<file path="config.mk">
export PLATFORM = sky130hd
export DESIGN_NAME = fetch_prefetch_queue
export DESIGN_NICKNAME = d
export VERILOG_FILES = /design/src/rtl/mips_fetch_pkg.sv /design/src/rtl/pfq_fifo.sv /design/src/rtl/fetch_prefetch_queue.sv
export SDC_FILE = /design/constraint.sdc
export NUM_CORES = 1
export LEC_CHECK = 0
export CORE_ASPECT_RATIO = 1.5
export CORE_MARGIN = 8
export CORE_UTILIZATION = 56
export DETAILED_ROUTE_END_ITERATION = 7
export PLACE_DENSITY = 0.8
export SLEW_MARGIN = 20
export SYNTH_ARGS = -nofsm -noshare
export SYNTH_HDL_FRONTEND = slang
export SYNTH_SLANG_ARGS = --single-unit
export TNS_END_PERCENT = 1
</file>
<file path="constraint.sdc">
create_clock -name clk -period 10 [get_ports clk]
set_clock_uncertainty 0.2 [all_clocks]
set_input_delay 1.5 -clock clk [delete_from_list [all_inputs] [get_ports clk]]
set_output_delay 1.5 -clock clk [all_outputs]
set_load 0.1 [all_outputs]
</file>
<file path="src/rtl/mips_fetch_pkg.sv">
// Shared types and constants for the instruction fetch prefetch queue.
package mips_fetch_pkg;

    localparam int              XLEN      = 32;
    localparam logic [XLEN-1:0] PC_STEP   = 32'd4;
    localparam logic [XLEN-1:0] NOP_INSTR = 32'h0000_0000;

    typedef enum logic {
        FETCH = 1'b0,
        DRAIN = 1'b1
    } fetch_state_t;

    typedef struct packed {
        logic [XLEN-1:0] pc_plus_4;
        logic [XLEN-1:0] instr;
    } pfq_entry_t;

endpackage

</file>
<file path="src/rtl/pfq_fifo.sv">
// Synchronous FIFO with flush; power-of-two DEPTH so the pointers wrap for free.
// rst_n is a synchronous active-high reset.
module pfq_fifo #(
    parameter int DEPTH = 4,
    parameter int WIDTH = 64
) (
    input  logic                   clk,
    input  logic                   rst_n,
    input  logic                   i_push,
    input  logic [WIDTH-1:0]       i_push_data,
    input  logic                   i_pop,
    input  logic                   i_flush,
    output logic [$clog2(DEPTH):0] o_count,
    output logic [WIDTH-1:0]       o_head
);

    localparam int             AW   = $clog2(DEPTH);
    localparam int             CW   = AW + 1;
    localparam logic [CW-1:0]  FULL = CW'(DEPTH);

    logic [WIDTH-1:0] r_mem [DEPTH];
    logic [AW-1:0]    r_rd_ptr;
    logic [AW-1:0]    r_wr_ptr;
    logic [CW-1:0]    r_count;
    logic             w_do_push;
    logic             w_do_pop;

    assign w_do_pop  = i_pop && (r_count != '0);
    assign w_do_push = i_push && ((r_count != FULL) || w_do_pop);

    // NOTE: clocked state uses non-blocking assignments so every register samples pre-edge values.
    always_ff @(posedge clk) begin
        if (rst_n || i_flush) begin
            r_rd_ptr <= '0;
            r_wr_ptr <= '0;
            r_count  <= '0;
        end else begin
            if (w_do_push) r_wr_ptr <= r_wr_ptr + 1'b1;
            if (w_do_pop)  r_rd_ptr <= r_rd_ptr + 1'b1;
            case ({w_do_push, w_do_pop})
                2'b10:   r_count <= r_count + 1'b1;
                2'b01:   r_count <= r_count - 1'b1;
                default: r_count <= r_count;
            endcase
        end
    end

    // NOTE: storage is deliberately not reset; count gates validity, so the contents never matter when empty.
    always_ff @(posedge clk) begin
        if (w_do_push && !i_flush) r_mem[r_wr_ptr] <= i_push_data;
    end

    assign o_count = r_count;
    assign o_head  = r_mem[r_rd_ptr];

endmodule

</file>
<file path="src/rtl/fetch_prefetch_queue.sv">
// Instruction prefetch queue: issues sequential fetches, buffers in-order responses, drains stale ones after a redirect.
// Define FETCH_PFQ_BYPASS_EN to forward a response straight to decode when the queue is empty. rst_n is synchronous active-high.
module fetch_prefetch_queue
    import mips_fetch_pkg::*;
#(
    parameter int              DEPTH    = 4,
    parameter int              MAX_OUT  = 2,
    parameter logic [XLEN-1:0] RESET_PC = 32'h0000_0000
) (
    input  logic            clk,
    input  logic            rst_n,
    output logic            imem_req_valid,
    output logic [XLEN-1:0] imem_req_addr,
    input  logic            imem_req_ready,
    input  logic            imem_rsp_valid,
    input  logic [XLEN-1:0] imem_rsp_data,
    input  logic            redirect_valid,
    input  logic [XLEN-1:0] redirect_pc,
    output logic            dec_valid,
    output logic [XLEN-1:0] dec_instr,
    output logic [XLEN-1:0] dec_pc_plus_4,
    input  logic            dec_ready
);

    localparam int            CW        = $clog2(DEPTH) + 1;
    localparam logic [CW-1:0] OUT_LIMIT = CW'(MAX_OUT);
    localparam logic [CW:0]   OCC_LIMIT = (CW+1)'(DEPTH);

    fetch_state_t    r_state;
    fetch_state_t    w_state_nxt;
    logic [XLEN-1:0] r_fetch_addr;
    logic [XLEN-1:0] w_fetch_addr_nxt;
    logic [CW-1:0]   r_inflight;
    logic [CW-1:0]   w_inflight_nxt;
    logic [CW-1:0]   r_drop_cnt;
    logic [CW-1:0]   w_drop_cnt_nxt;

    logic [CW-1:0]   w_fifo_count;
    pfq_entry_t      w_fifo_head;
    pfq_entry_t      w_push_entry;
    logic            w_fifo_valid;
    logic [CW:0]     w_occupancy;
    logic [XLEN-1:0] w_rsp_pc;
    logic            w_issue;
    logic            w_push;
    logic            w_pop;
    logic            w_bypass_take;

    // Space is reserved at issue time: queued entries plus outstanding requests never exceed DEPTH.
    assign w_occupancy    = {1'b0, w_fifo_count} + {1'b0, r_inflight};
    assign imem_req_valid = !rst_n && (r_state == FETCH)
                            && (r_inflight < OUT_LIMIT) && (w_occupancy < OCC_LIMIT);
    assign imem_req_addr  = r_fetch_addr;
    assign w_issue        = imem_req_valid && imem_req_ready;

    // Responses are in order, so the oldest outstanding request sits inflight words behind the fetch address.
    assign w_rsp_pc               = r_fetch_addr - XLEN'(r_inflight) * PC_STEP;
    assign w_push_entry.pc_plus_4 = w_rsp_pc + PC_STEP;
    assign w_push_entry.instr     = imem_rsp_data;

    assign w_inflight_nxt = r_inflight + CW'(w_issue) - CW'(imem_rsp_valid);

    assign w_push = (r_state == FETCH) && imem_rsp_valid && !redirect_valid && !w_bypass_take;
    assign w_pop  = (w_fifo_count != '0) && dec_ready && !redirect_valid;

    pfq_fifo #(
        .DEPTH (DEPTH),
        .WIDTH ($bits(pfq_entry_t))
    ) u_fifo (
        .clk         (clk),
        .rst_n       (rst_n),
        .i_push      (w_push),
        .i_push_data (w_push_entry),
        .i_pop       (w_pop),
        .i_flush     (redirect_valid),
        .o_count     (w_fifo_count),
        .o_head      (w_fifo_head)
    );

    assign w_fifo_valid = !rst_n && (w_fifo_count != '0);

`ifdef FETCH_PFQ_BYPASS_EN
    logic w_bypass;

    assign w_bypass      = !rst_n && (r_state == FETCH) && (w_fifo_count == '0) && imem_rsp_valid;
    assign w_bypass_take = w_bypass && dec_ready && !redirect_valid;

    always_comb begin
        dec_valid     = 1'b0;
        dec_instr     = NOP_INSTR;
        dec_pc_plus_4 = '0;
        if (w_bypass) begin
            dec_valid     = 1'b1;
            dec_instr     = imem_rsp_data;
            dec_pc_plus_4 = w_push_entry.pc_plus_4;
        end else if (w_fifo_valid) begin
            dec_valid     = 1'b1;
            dec_instr     = w_fifo_head.instr;
            dec_pc_plus_4 = w_fifo_head.pc_plus_4;
        end
    end
`else
    assign w_bypass_take = 1'b0;

    always_comb begin
        dec_valid     = w_fifo_valid;
        dec_instr     = w_fifo_valid ? w_fifo_head.instr : NOP_INSTR;
        dec_pc_plus_4 = w_fifo_valid ? w_fifo_head.pc_plus_4 : '0;
    end
`endif

    // NOTE: every next-state value gets a default first, so no path through this block can infer a latch.
    always_comb begin
        w_state_nxt      = r_state;
        w_fetch_addr_nxt = r_fetch_addr;
        w_drop_cnt_nxt   = r_drop_cnt;
        case (r_state)
            FETCH: begin
                if (redirect_valid) begin
                    w_fetch_addr_nxt = redirect_pc;
                    if (w_inflight_nxt != '0) begin
                        w_state_nxt    = DRAIN;
                        w_drop_cnt_nxt = w_inflight_nxt;
                    end
                end else if (w_issue) begin
                    w_fetch_addr_nxt = r_fetch_addr + PC_STEP;
                end
            end
            DRAIN: begin
                if (imem_rsp_valid) w_drop_cnt_nxt = r_drop_cnt - 1'b1;
                if (redirect_valid) begin
                    w_fetch_addr_nxt = redirect_pc;
                    w_drop_cnt_nxt   = w_inflight_nxt;
                end
                if (w_drop_cnt_nxt == '0) w_state_nxt = FETCH;
            end
            default: w_state_nxt = FETCH;
        endcase
    end

    always_ff @(posedge clk) begin
        if (rst_n) begin
            r_state      <= FETCH;
            r_fetch_addr <= RESET_PC;
            r_inflight   <= '0;
            r_drop_cnt   <= '0;
        end else begin
            r_state      <= w_state_nxt;
            r_fetch_addr <= w_fetch_addr_nxt;
            r_inflight   <= w_inflight_nxt;
            r_drop_cnt   <= w_drop_cnt_nxt;
        end
    end

endmodule
</file>
==> results.md <==
* Post-synthesis cell type count at 72
* Global router's overall resource usage at 19.4%
* First-pass GRT wire length at 48.8 mm
* Post-synth EDFFs at 256
* Async set or reset register ratio after synthesis at 0%
* Count leader, synth: edfxtp_1
* Net count of the mapped netlist at 1195
* Maximum operating frequency at 169 MHz
* Startpoint class of the critical path: primary input
* Ranking of synthesized cells by area: edfxtp_1 53%, mux4_2 9.9%, dfxtp_1 6.6%
* Clk buf depth at 3
* Row count at 72
* Clk sink count at 304
* Main synth FF type: edfxtp_1
* Grt ovf at 0
* Number of endpoints with negative hold slack in the final report at 0
* Clk_lat worst skew at 0.53 ns
* Number of buffers inserted by port buffering at 167
* Vias after detailed routing at 8986
* CP max-delay cell: clkdlybuf4s50_1
* CP bufs+invs at 4
* Routability congestion estimate from global placement at 0.877
* Drt wl/cell at 19.6 microns
* Total area of multi-input combinational cells at 0.00543 sq mm
* Transition time of the tightest slew-check pin at 1.02 ns
* Initial antenna violation count at 0
* Layout cells sized above 1 at 11.4%
* Slowest cell delay on critical path at 1.14 ns
* Register Area at 0.00865 sq mm
* Biggest area consumer among synthesized cells: edfxtp_1
* Critical path capture point type: output port
* Relative slew margins at 32.1%
* Max-slew violation count at 0
* Sequential area share after synthesis at 59.7%
* Starting utilization of the core area at 56.6%
* Status: completed
* Core outline area at 0.0256 sq mm
* Kind of path behind the tightest hold check: flip-flop to flip-flop
* Number of warnings printed during yosys synthesis at 0
* Gate count of the mapped netlist at 1055
* Hold bufs inserted after CTS at 0
* DIE HEIGHT at 213 microns
* Residual antenna-violating net count after detailed routing at 0
* Pin count of the biggest net entering global routing at 66
* Share of the synthesized area in the top cell type at 53.0%
* Total power divided by cell area at 193 mW/mm^2
* Finish-stage setup viols at 0
* Clock tree from TritonCTS: done
* Clock root buffer: clkbuf_16
* Number of instances on the worst hold path at 2
* Resize count post-CTS at 0
* Total of flip-flops plus latches after synthesis at 304
* TritonRoute pass-1 iters at 5
* Max-cap violations at 0
* Total number of cells along the worst setup path at 6
* Period Utilization, post-route at 59.1%
* Depth of the worst register-to-register path at 12
* Req. time, crit path at 8.30 ns
* Category of the critical setup timing path: primary input to output port
* Worst supply voltage drop on vdd at 172 uV
* Shortest clock period the worst path allows after layout at 5.91 ns
* Average via count per standard cell at 5.76
* Leakage power at 6.01 nW
* Critical path, cell by cell: clkdlybuf4s50_1, buf_4, nor2_4, buf_12, and2_1, clkdlybuf4s50_1
* H-tree depth reported by CTS at 1
* Worst Path Max Fanout at 49
* Postcts setup bufs at 0
* Total Routed Length at 30.6 mm
* Synth-to-layout area growth at 19.9%
* TritonCTS buffer count at 28
* Cell family with most CP delay: buffers and inverters
* Die area at 0.0314 sq mm
* Syn Std Cell Area at 0.0145 sq mm
* Fin Setup TNS at 0 ns
* Vias in the first global route at 9309
* Commonest cells in the synthesized netlist: 256 x edfxtp_1, 77 x a21oi_1, 72 x and2_1
* RSZ-0062 raised after global routing: no
* DRC violations left at 0
* Boundary Pins at 168
* DRC marker count from the first detailed-route iteration at 401
* Final-stage net count at 1346
* Clock-pin slew of the registers on the worst-case setup and hold paths at 0.06 ns
* Die X at 147 microns
* Total half-perimeter wirelength after legalization and detailed placement at 20.5 mm
* Worst slack on hold paths at 0.335 ns
* Arrival @ worst endpoint at 4.21 ns
* Number of antenna cells inserted at 0
* Average size of a mapped cell at 13.7 sq um
* Most prevalent standard cell on the critical path: clkdlybuf4s50_1
* # fillers at 1834
## power by group
part	switching, mW	leakage, nW	internal (mW)	total (mW)
logic	0.460	2.85	0.256	0.716
clock network	0.453	0.451	0.630	1.08
registers	0.0416	2.71	1.51	1.55
## placed cells by master (no fill, tap or decap), types with 6 or more instances in the layout
| cell | synthesis | final |
|---|---|---|
| nor2_1 | 67 | 66 |
| inv_1 | 54 | 54 |
| a21o_1 | 6 | 6 |
| ha_1 | 68 | 68 |
| edfxtp_1 | 256 | 256 |
| nand3_1 | 17 | 17 |
| o21ai_0 | 31 | 31 |
| nand2_1 | 49 | 49 |
| clkbuf_16 | 0 | 29 |
| nor4_1 | 7 | 7 |
| xnor2_1 | 26 | 26 |
| a31oi_1 | 11 | 11 |
| a211oi_1 | 7 | 7 |
| nand4_1 | 10 | 10 |
| dfxtp_1 | 48 | 46 |
| clkdlybuf4s50_1 | 0 | 166 |
| mux2i_1 | 6 | 6 |
| nor2b_1 | 9 | 9 |
| xor2_1 | 13 | 13 |
| a21oi_1 | 77 | 77 |
| and2_1 | 72 | 68 |
| mux4_2 | 64 | 64 |
| and3_1 | 12 | 12 |
| clkbuf_1 | 32 | 6 |
| nor3_1 | 14 | 14 |
## logic make-up after synthesis
kind of cell	synth area share (%)
AOI/OAI and AO/OA	8.36
and+or+nand+nor	10.1
DFF	59.7
adders and majority gates	6.15
buffers and inverters	2.96
xor gates and xnor gates	2.36
muxes	10.4
## metrics by stage
stage	cell area [sq um]	worst slack [ns]	util (%)	total power, mW	cells
2_1_floorplan	14500	4.83	-	2.10	1055
3_3_place_gp	16400	3.85	64.1	2.27	1508
3_5_place_dp	16400	3.72	64.1	2.29	1508
4_1_cts	17400	3.70	67.9	3.37	1560
5_1_grt	17400	3.97	67.9	3.49	1561
6_report	17400	4.09	67.9	3.35	1561
## path summary, 6_finish.rpt
kind | from | slack [ns] | to
worst max-delay path | rst_n | 4.09 | dec_pc_plus_4[19]
worst min-delay path | u_fifo.r_rd_ptr[1] | 0.33 | flip-flop
worst max register to register | r_state | 5.57 | r_drop_cnt[0]
worst min register to register | u_fifo.r_rd_ptr[1] | 0.33 | flip-flop
## worst min-delay path, cell delays in order, from the launching register on
cell     delay (ns)
dfxtp_1        0.33
xor2_1         0.06
nor2_1         0.10
## per-layer routing
layer  GRT usage [%]  vias to the layer above  wire length, microns
met2            35.9                      248                 16200
met4            5.61                        0                   619
li1                -                     4267                     -
met3            3.03                       40                  1420
met5               0                        -                     0
met1            22.8                     4431                 12400
## area by class of cell
class | count | share of cell area, %
timing repair buffer | 172 | 9.88
inverter | 55 | 1.19
clock inverter | 15 | 1.04
sequential | 304 | 49.8
multi-input combinational | 645 | 31.3
clock buffer | 37 | 4.46
tap | 333 | 2.40
## flip-flops by register name, summed over array words and instances (netlist names), named ones only
name and cells:
u_fifo.r_rd_ptr 2, imem_req_addr 32, r_inflight 3, r_drop_cnt 3
u_fifo.r_mem 256, u_fifo.r_wr_ptr 2, u_fifo.o_count 3, r_state 1
Note: power is estimated with default switching activity, not from simulation.
